===== src/rtl/regfile_pkg.sv =====
// Shared constants and types for the multi-port integer register file.
package regfile_pkg;

  localparam int unsigned DEF_ADDR_WIDTH = 5;
  localparam int unsigned DEF_DATA_WIDTH = 32;
  localparam int unsigned ZERO_REG       = 0;

  // Clear engine / availability state
  typedef enum logic {
    ST_CLEAR = 1'b0,
    ST_READY = 1'b1
  } state_t;

endpackage


===== src/rtl/regfile_scoreboard.sv =====
// Pending-write scoreboard: one busy bit per register, set on issue,
// cleared on writeback, flushed on reset or array clear.
module regfile_scoreboard
  import regfile_pkg::*;
#(
  parameter int unsigned ADDR_WIDTH   = DEF_ADDR_WIDTH,
  parameter int unsigned NUM_RD_PORTS = 2
) (
  input  logic                               clk,
  input  logic                               flush,
  input  logic                               set_en,
  input  logic [ADDR_WIDTH-1:0]              set_idx,
  input  logic                               clr_en,
  input  logic [ADDR_WIDTH-1:0]              clr_idx,
  input  logic [NUM_RD_PORTS*ADDR_WIDTH-1:0] look_idx,
  output logic [NUM_RD_PORTS-1:0]            look_busy
);

  localparam int unsigned DEPTH = 2 ** ADDR_WIDTH;

  logic [DEPTH-1:0] busy;
  logic [DEPTH-1:0] busy_nxt;

  // Next busy vector: clear first so a same-cycle issue to the same register wins
  always_comb begin
    busy_nxt = busy;
    if (clr_en) busy_nxt[clr_idx] = 1'b0;
    if (set_en) busy_nxt[set_idx] = 1'b1;
    busy_nxt[ZERO_REG] = 1'b0;
  end

  // Busy bit register with synchronous flush
  always_ff @(posedge clk) begin
    if (flush) busy <= '0;
    else       busy <= busy_nxt;
  end

  // Raw per-port lookups; bypass and ready masking are applied by the caller
  always_comb begin
    look_busy = '0;
    for (int unsigned p = 0; p < NUM_RD_PORTS; p++) begin
      look_busy[p] = busy[look_idx[p*ADDR_WIDTH +: ADDR_WIDTH]];
    end
  end

endmodule


===== src/rtl/regfile_mp.sv =====
// Multi-read-port integer register file with writeback bypass, pending-write
// scoreboard and a sequential clear engine. Register 0 reads as zero.
module regfile_mp
  import regfile_pkg::*;
#(
  parameter int unsigned ADDR_WIDTH   = DEF_ADDR_WIDTH,
  parameter int unsigned DATA_WIDTH   = DEF_DATA_WIDTH,
  parameter int unsigned NUM_RD_PORTS = 2,
  parameter int unsigned BYPASS       = 1
) (
  input  logic                               CLK,
  input  logic                               RESET,
  input  logic                               CLR_REQ,
  output logic                               READY,
  input  logic                               WEN,
  input  logic [ADDR_WIDTH-1:0]              RD_SEL,
  input  logic [DATA_WIDTH-1:0]              WB_DATA,
  input  logic                               ISSUE_EN,
  input  logic [ADDR_WIDTH-1:0]              ISSUE_RD,
  input  logic [NUM_RD_PORTS*ADDR_WIDTH-1:0] RS_SEL,
  output logic [NUM_RD_PORTS*DATA_WIDTH-1:0] SRC_DOUT,
  output logic [NUM_RD_PORTS-1:0]            RS_BUSY
);

  localparam int unsigned DEPTH = 2 ** ADDR_WIDTH;
  localparam logic [ADDR_WIDTH-1:0] ZERO_IDX = ADDR_WIDTH'(ZERO_REG);

  state_t                  state;
  state_t                  state_nxt;
  logic [ADDR_WIDTH-1:0]   clr_cnt;
  logic                    ready;
  logic [DATA_WIDTH-1:0]   mem [DEPTH];

  logic                    wr_ok;
  logic                    wen_eff;
  logic                    issue_eff;
  logic                    sb_flush;
  logic [NUM_RD_PORTS-1:0] sb_busy;

  // Writeback/issue only act in READY, out of reset, and not in a clear-request cycle
  assign wr_ok     = ready & RESET & ~CLR_REQ;
  assign wen_eff   = wr_ok & WEN;
  assign issue_eff = wr_ok & ISSUE_EN & (ISSUE_RD != ZERO_IDX);
  assign sb_flush  = ~RESET | (ready & CLR_REQ);

  // State register and clear counter
  always_ff @(posedge CLK) begin
    if (!RESET) begin
      state   <= ST_CLEAR;
      clr_cnt <= '0;
    end else begin
      state <= state_nxt;
      if (state == ST_CLEAR) clr_cnt <= clr_cnt + 1'b1;
      else                   clr_cnt <= '0;
    end
  end

  // Next-state logic: leave CLEAR after the last index, re-enter on request
  always_comb begin
    state_nxt = state;
    unique case (state)
      ST_CLEAR: if (clr_cnt == '1) state_nxt = ST_READY;
      ST_READY: if (CLR_REQ)       state_nxt = ST_CLEAR;
      default:                     state_nxt = ST_CLEAR;
    endcase
  end

  // State outputs
  always_comb begin
    ready = (state == ST_READY);
  end

  assign READY = ready;

  // Array write port: clear engine zeroes one entry per cycle, otherwise writeback
  always_ff @(posedge CLK) begin
    if (RESET && state == ST_CLEAR) begin
      mem[clr_cnt] <= '0;
    end else if (wen_eff && RD_SEL != ZERO_IDX) begin
      mem[RD_SEL] <= WB_DATA;
    end
  end

  regfile_scoreboard #(
    .ADDR_WIDTH   (ADDR_WIDTH),
    .NUM_RD_PORTS (NUM_RD_PORTS)
  ) u_scoreboard (
    .clk       (CLK),
    .flush     (sb_flush),
    .set_en    (issue_eff),
    .set_idx   (ISSUE_RD),
    .clr_en    (wen_eff),
    .clr_idx   (RD_SEL),
    .look_idx  (RS_SEL),
    .look_busy (sb_busy)
  );

  // Read ports: zero register and not-ready force 0; same-cycle writeback forwards
  always_comb begin
    logic [ADDR_WIDTH-1:0] rs;
    logic                  hit;
    SRC_DOUT = '0;
    RS_BUSY  = '0;
    rs       = '0;
    hit      = 1'b0;
    for (int unsigned p = 0; p < NUM_RD_PORTS; p++) begin
      rs  = RS_SEL[p*ADDR_WIDTH +: ADDR_WIDTH];
      hit = (BYPASS != 0) && WEN && (RD_SEL == rs);
      if (ready && rs != ZERO_IDX) begin
        SRC_DOUT[p*DATA_WIDTH +: DATA_WIDTH] = hit ? WB_DATA : mem[rs];
        RS_BUSY[p]                           = hit ? 1'b0 : sb_busy[p];
      end
    end
  end

endmodule

===== config.mk =====
export PLATFORM = sky130hd
export DESIGN_NAME = regfile_mp
export DESIGN_NICKNAME = d
export VERILOG_FILES = /design/src/rtl/regfile_pkg.sv /design/src/rtl/regfile_scoreboard.sv /design/src/rtl/regfile_mp.sv
export SDC_FILE = /design/constraint.sdc
export NUM_CORES = 1
export LEC_CHECK = 0
export BUFFER_PORTS_ARGS = -buffer_cell sky130_fd_sc_hd__buf_2
export CELL_PAD_IN_SITES_DETAIL_PLACEMENT = 1
export CELL_PAD_IN_SITES_GLOBAL_PLACEMENT = 1
export CORE_ASPECT_RATIO = 0.9
export CORE_MARGIN = 2
export CORE_UTILIZATION = 49
export CTS_CLUSTER_SIZE = 14
export DETAILED_ROUTE_END_ITERATION = 12
export GPL_TIMING_DRIVEN = 0
export PLACE_DENSITY = 0.77
export RECOVER_POWER = 100
export SLEW_MARGIN = 20
export SYNTH_ARGS = -nofsm -noshare
export SYNTH_HDL_FRONTEND = slang
export SYNTH_HIERARCHICAL = 1
export SYNTH_SLANG_ARGS = --single-unit
export TNS_END_PERCENT = 30

===== constraint.sdc =====
create_clock -name CLK -period 3.6 [get_ports CLK]
set_clock_uncertainty 0.1 [all_clocks]
set_input_delay 0 -clock CLK [delete_from_list [all_inputs] [get_ports CLK]]
set_output_delay 0 -clock CLK [all_outputs]
set_load 0.1 [all_outputs]

* Yosys cells after proc, flatten, opt, wreduce, memory -nomap -nowiden *
Memories as Yosys holds them, arrays and structs flattened.
Index checks and enable logic that the tools add are counted.

word-level totals
  input port bits = 57
  logic and storage cells = 71
  memories kept = 1
  memory bits (writable) = 1024
  bits in registers = 38

memory list
  memory  words  width  read ports  clocked after Yosys merged registers in  wr ports  line              source
  mem     32     32     2           0                                        1         regfile_mp.sv:32  logic [DATA_WIDTH-1:0] mem [DEPTH];

operators by class
  order comparisons = 6
  equal/unequal tests = 3
  multiplexer cells = 29
  add/subtract/negate cells = 1
  reduce and logical (&&, ||, !) cells = 14
  bitwise logic cells = 13

operator list
  kind                                                                                 number
  32-bit two-way mux                                                                   7
  32-bit bitwise AND                                                                   1
  32-bit inverter                                                                      1
  32-bit bitwise OR                                                                    1
  32-bit OR reduction                                                                  1
  5-bit by 6-bit < comparator with 1-bit output, second input constant                 4
  5-bit nonzero test                                                                   4
  1-bit two-way mux                                                                    16
  1-bit binary-select mux with 5-bit select                                            2
  1-bit demux with 5-bit select                                                        2
  5-bit equality test                                                                  2
  5-bit by 1-bit greater-or-equal comparator with 1-bit output, second input constant  2
  1-bit logical AND                                                                    8
  1-bit bitwise AND                                                                    6
  5-bit by 1-bit adder with 5-bit output, second input constant                        1
  5-bit equality test, second input constant                                           1
  5-bit two-way mux                                                                    1
  1-bit inverter                                                                       3
  1-bit one-hot mux with 2 select lines                                                1
  2-bit OR reduction                                                                   1
  1-bit bitwise OR                                                                     1

* Depth between registers and ports, before layout *
  depth after elaboration = 9
  mapped depth = 10
  gate-level depth less buffers = 6

* By module *
The synthesis kept the hierarchy.

modules (own cells, without submodules)
  module              area each (sq um)  cells an instance  seq. area each (sq um)  instances
  regfile_mp          48913.2            2664               30869.6                 1
  regfile_scoreboard  1821.7             229                620.6                   1

* Worst setup path before layout *
OpenSTA, ideal clock, no wires.

  path kind = reg-to-reg
  start point = reg state (netlist: READY)
  end point = mem mem[0][0] (netlist name), enable pin
  clock period less this slack = 4195 ps
  slack = -595 ps
  stages on the path, launching flop included = 9
  required time = 3079 ps
  buffers on the path = 3
  data arrival time = 3674 ps
  path through = dfxtp_1 -> buf_2 -> and4b_1 -> buf_2 -> o21a_1 -> buf_2 -> o21a_1 -> nand2_1 -> nor2_1

on the way
  word-level cells in the longest chain between the ends = 9
  elaborated cells on any way between the ends = 14

ends and longest elaborated chain
  item                                                                     line              source
  from (decl)                                                              regfile_mp.sv:28  state_t state;
  from (signal assigned)                                                   regfile_mp.sv:52  state <= state_nxt;
  1-bit bitwise AND * (2 in series)                                        regfile_mp.sv:41  assign wr_ok = ready & RESET & ~CLR_REQ;
  1-bit bitwise AND *                                                      regfile_mp.sv:42  assign wen_eff = wr_ok & WEN;
  named net wen_eff                                                        regfile_mp.sv:35  logic wen_eff;
  1-bit logical AND *                                                      regfile_mp.sv:79  end else if (wen_eff && RD_SEL != ZERO_IDX) begin
  1-bit two-way mux *                                                      regfile_mp.sv:79
  1-bit two-way mux *                                                      regfile_mp.sv:77  if (RESET && state == ST_CLEAR) begin
  1-bit two-way mux (not written as such) *                                regfile_mp.sv:80  mem[RD_SEL] <= WB_DATA;
  32-bit OR reduction (no line)                                            n/a
  5-bit two-way mux (no line) / 1-bit two-way mux (equally long branches)  n/a
  to (decl)                                                                regfile_mp.sv:32

Mark *: on every way through the listed nets, which the timed path passes. The rest lies on a longest branch.

* Final worst setup path *
  start point = in RS_SEL[7]
  end point = out SRC_DOUT[63]

on the way
  word-level cells in the longest chain between the ends = 4
  elaborated cells on any way between the ends = 7

ends and longest elaborated chain
  item                                                                             line               source
  from (decl)                                                                      regfile_mp.sv:20   input logic [NUM_RD_PORTS*ADDR_WIDTH-1:0] RS_SEL,
  parallel branches: the longest is 3 deep, another holds memory read 32 x 32 bit  n/a
  32-bit two-way mux *                                                             regfile_mp.sv:109  if (ready && rs != ZERO_IDX) begin
  to (decl)                                                                        regfile_mp.sv:21   output logic [NUM_RD_PORTS*DATA_WIDTH-1:0] SRC_DOUT,

Mark *: on every way between the ends.

==> impl_metrics.toml <==
[synthesis]
synthCells = 2893
synth_area_leaders = "edfxtp_1 61%, mux4_2 17%, mux2i_1 6.2%, dfxtp_1 1.5%, a21oi_1 1.3%"
ys_ff_latch = 1061
synth_edf_count = 1024
synth.avg_cell_area_um2 = 17.5
synth-main-ff-cell = "edfxtp_1"
synth_cell_types = 62
syn_area_um2 = 50700
yosysTopAreaCell = "edfxtp_1"
syn_nets = 2952
synth_top_area_share = 0.606
async_flop_share = 0
ys_seq_area_frac = 0.621
ys_warn_count = 6

[sta]
setup_viol = 83
final-max-slew-violation-count = 0
tightest_slew_ps = 1350
finalSetupTns_ps = -6690
period_minus_slack_ps = 3860
clock.fmax_mhz = 259
setup_ws_ps = -261
min_period_over_period = 1.07
finalHoldViolCount = 0
max-slew-margin-rel = 0.0975
rsz0062_at_grt = "yes"
whs_ps = 52.3

[route]
vias_per_cell = 7.63
antenna_left = 0
post_drt_wl_per_cell_um = 43.7
wl_um = 206000
dr.pass1.iters = 8
drtIter0Drc = 6462
drc = 0
vias = 36000

[global_routing]
grt-ovfl-total = 0
grt_pass1_vias = 35700
grt_usage = 0.386
antenna_found_initial = 19
grt_max_degree = 33
grt_pass1_wl_um = 282000

[power_and_ir_drop]
p_leak_nw = 21.4
ir_worst_vdd_mv = 0.365
p_per_area_nw_per_um2 = 464

[cells_and_area]
utilization = 0.572
fin_area_um2 = 58400
area_delta_synth_final_pct = 15.2
drive_gt1_frac = 0.309
mostFrequentLayoutCell = "edfxtp_1"
final_cell_mix = "1024 x edfxtp_1, 387 x mux4_2, 312 x mux2i_1"
nFillCells = 9247
nNetsFinal = 3315

[clock_network]
clock_sinks = 1061
cts-root-buf = "clkbuf_16"
cts.path.max_buffers = 3
htree_levels = 3
path_clk_slew_ps = 60
cts_buffers = 110
worstSkewPairLatency_ps = 700
cts_tree = "done"

[hold_path]
hold_class = "input pin to register"
min_from = "WB_DATA[10]"

[setup_path]
criticalPathCategory = "input pin to output pin"
cp-start-kind = "input pin"
crit_path_end_kind = "output pin"
crit_family = "buffers and inverters"
slowest_stage = "a221oi_1"
crit_fanout = 10
cp_data_required_time_ps = 3500
crit_start = "RS_SEL[7]"
crit_chain = "clkbuf_2, buf_2, nor2b_1, clkbuf_2, clkbuf_1, a221oi_1, a22oi_1, a21oi_1, a221o_1, buf_2"
worst-path-buf-inv = 5
cp_slowest_stage_delay_ps = 530
worstReg2RegStart = "READY$_SDFF_PN0_"
arrival_ps = 3760

[run_status]
failed_checks = "negative setup slack"
status = "finished, violations left"

[die]
core.rowCount = 111
die_x_um = 343
core_area_um2 = 102000
fp.dieH_um = 309
ios = 124
start_util = 0.496
die_area_um2 = 106000

[place]
dpl.hpwl_um = 142000
numPortBuffers = 120
gp_congestion = 0.982
dp_slack_ps = -620
place_area_um2 = 54600

[flow_run]
max_cap_viol_count = 0
-- per-layer routing --
layer | up-vias | GRT usage | wire [um]
met3 | 856 | 0.131 | 31400
met5 | - | 0 | 173
met4 | 22 | 0.209 | 14000
li1 | 13100 | - | -
met2 | 3461 | 0.569 | 90000
met1 | 18500 | 0.508 | 70400
-- synth_stat cells (34+ instances only) --
library cell     n
a22o_1          71
nor2b_1         43
a21oi_1        132
o21ai_0         34
clkbuf_1        74
nor2_1          61
and2_1          39
a211oi_1        67
buf_2           95
a22oi_1         65
edfxtp_1      1024
mux2i_1        312
nand2_1         55
mux4_2         387
dfxtp_1         37
a221oi_1        62
-- worst register-to-register path: cells and delay by family, from the launching register on --
family / cells / cell delay (ps)
compound gates: 2 / 540
buf+inv: 5 / 1570
flops: 1 / 310
simple gates: 3 / 880
-- where the power goes --
group | total [W] | internal, W | leakage, nW | switching (W)
registers | 0.0134 | 0.0134 | 11.6 | 0.0000311
clock network | 0.0116 | 0.00653 | 1.73 | 0.00509
logic | 0.00209 | 0.000693 | 8.04 | 0.00139
-- registers in the layout (all words and copies together) (netlist names) --
| register | count |
|---|---|
| u_scoreboard/busy | 31 |
| mem | 1024 |
| READY | 1 |
| clr_cnt | 5 |
-- worst paths after layout --
check / cells after the start / endpoint / slack [ps]
worst min register to register: 2 / u_scoreboard/busy[15]$_SDFF_PP0_ / 400
worst min-delay path: 2 / mem[6][10]$_DFFE_PP_ / 50
worst max register to register: 10 / mem[22][9]$_DFFE_PP_ / -100
worst max-delay path: 10 / SRC_DOUT[63] / -260
-- through the flow --
step,power [W],std cells
2_1_floorplan,0.0148,2893
6_report,0.0271,4709
4_1_cts,0.0269,4687
3_5_place_dp,0.0156,4422
5_1_grt,0.0274,4705
3_3_place_gp,0.0155,4369
-- cell type report --
cell class / count / area (um^2) / area share
sequential: 1061 / 31500 / 0.539
multi-input combinational: 1583 / 18200 / 0.311
clock buffer: 126 / 2810 / 0.0481
timing repair buffer: 255 / 2050 / 0.0351
tap: 1356 / 1700 / 0.0290
buffer: 236 / 1400 / 0.0239
clock inverter: 79 / 743 / 0.0127
inverter: 9 / 33.8 / 0.000578
antenna: 4 / 10.0 / 0.000171
-- what timing repair did --
item	4_1_cts	5_1_grt
hold buffers	62	1
cloned	0	0
pin swaps	2	4
buffers inserted	2	17
endpoints found under the setup margin	1002	349
endpoints found under the hold margin	924	8
resized for setup	63	59
-- kinds of logic (layout without fill, tap and decap cells) --
group / Yosys count / count (layout) / synth area share
XOR/XNOR: 12 / 12 / 0.00207
other: 0 / 4 / 0
AND/OR/NAND/NOR: 269 / 269 / 0.0282
multiplexers: 702 / 702 / 0.234
AO/OA/AOI/OAI: 598 / 598 / 0.0880
buffers and inverters: 249 / 705 / 0.0266
flip-flops: 1061 / 1061 / 0.621
adder cells (fa/ha/maj): 2 / 2 / 0.000493
No activity file was read; power rests on OpenSTA's default activity.
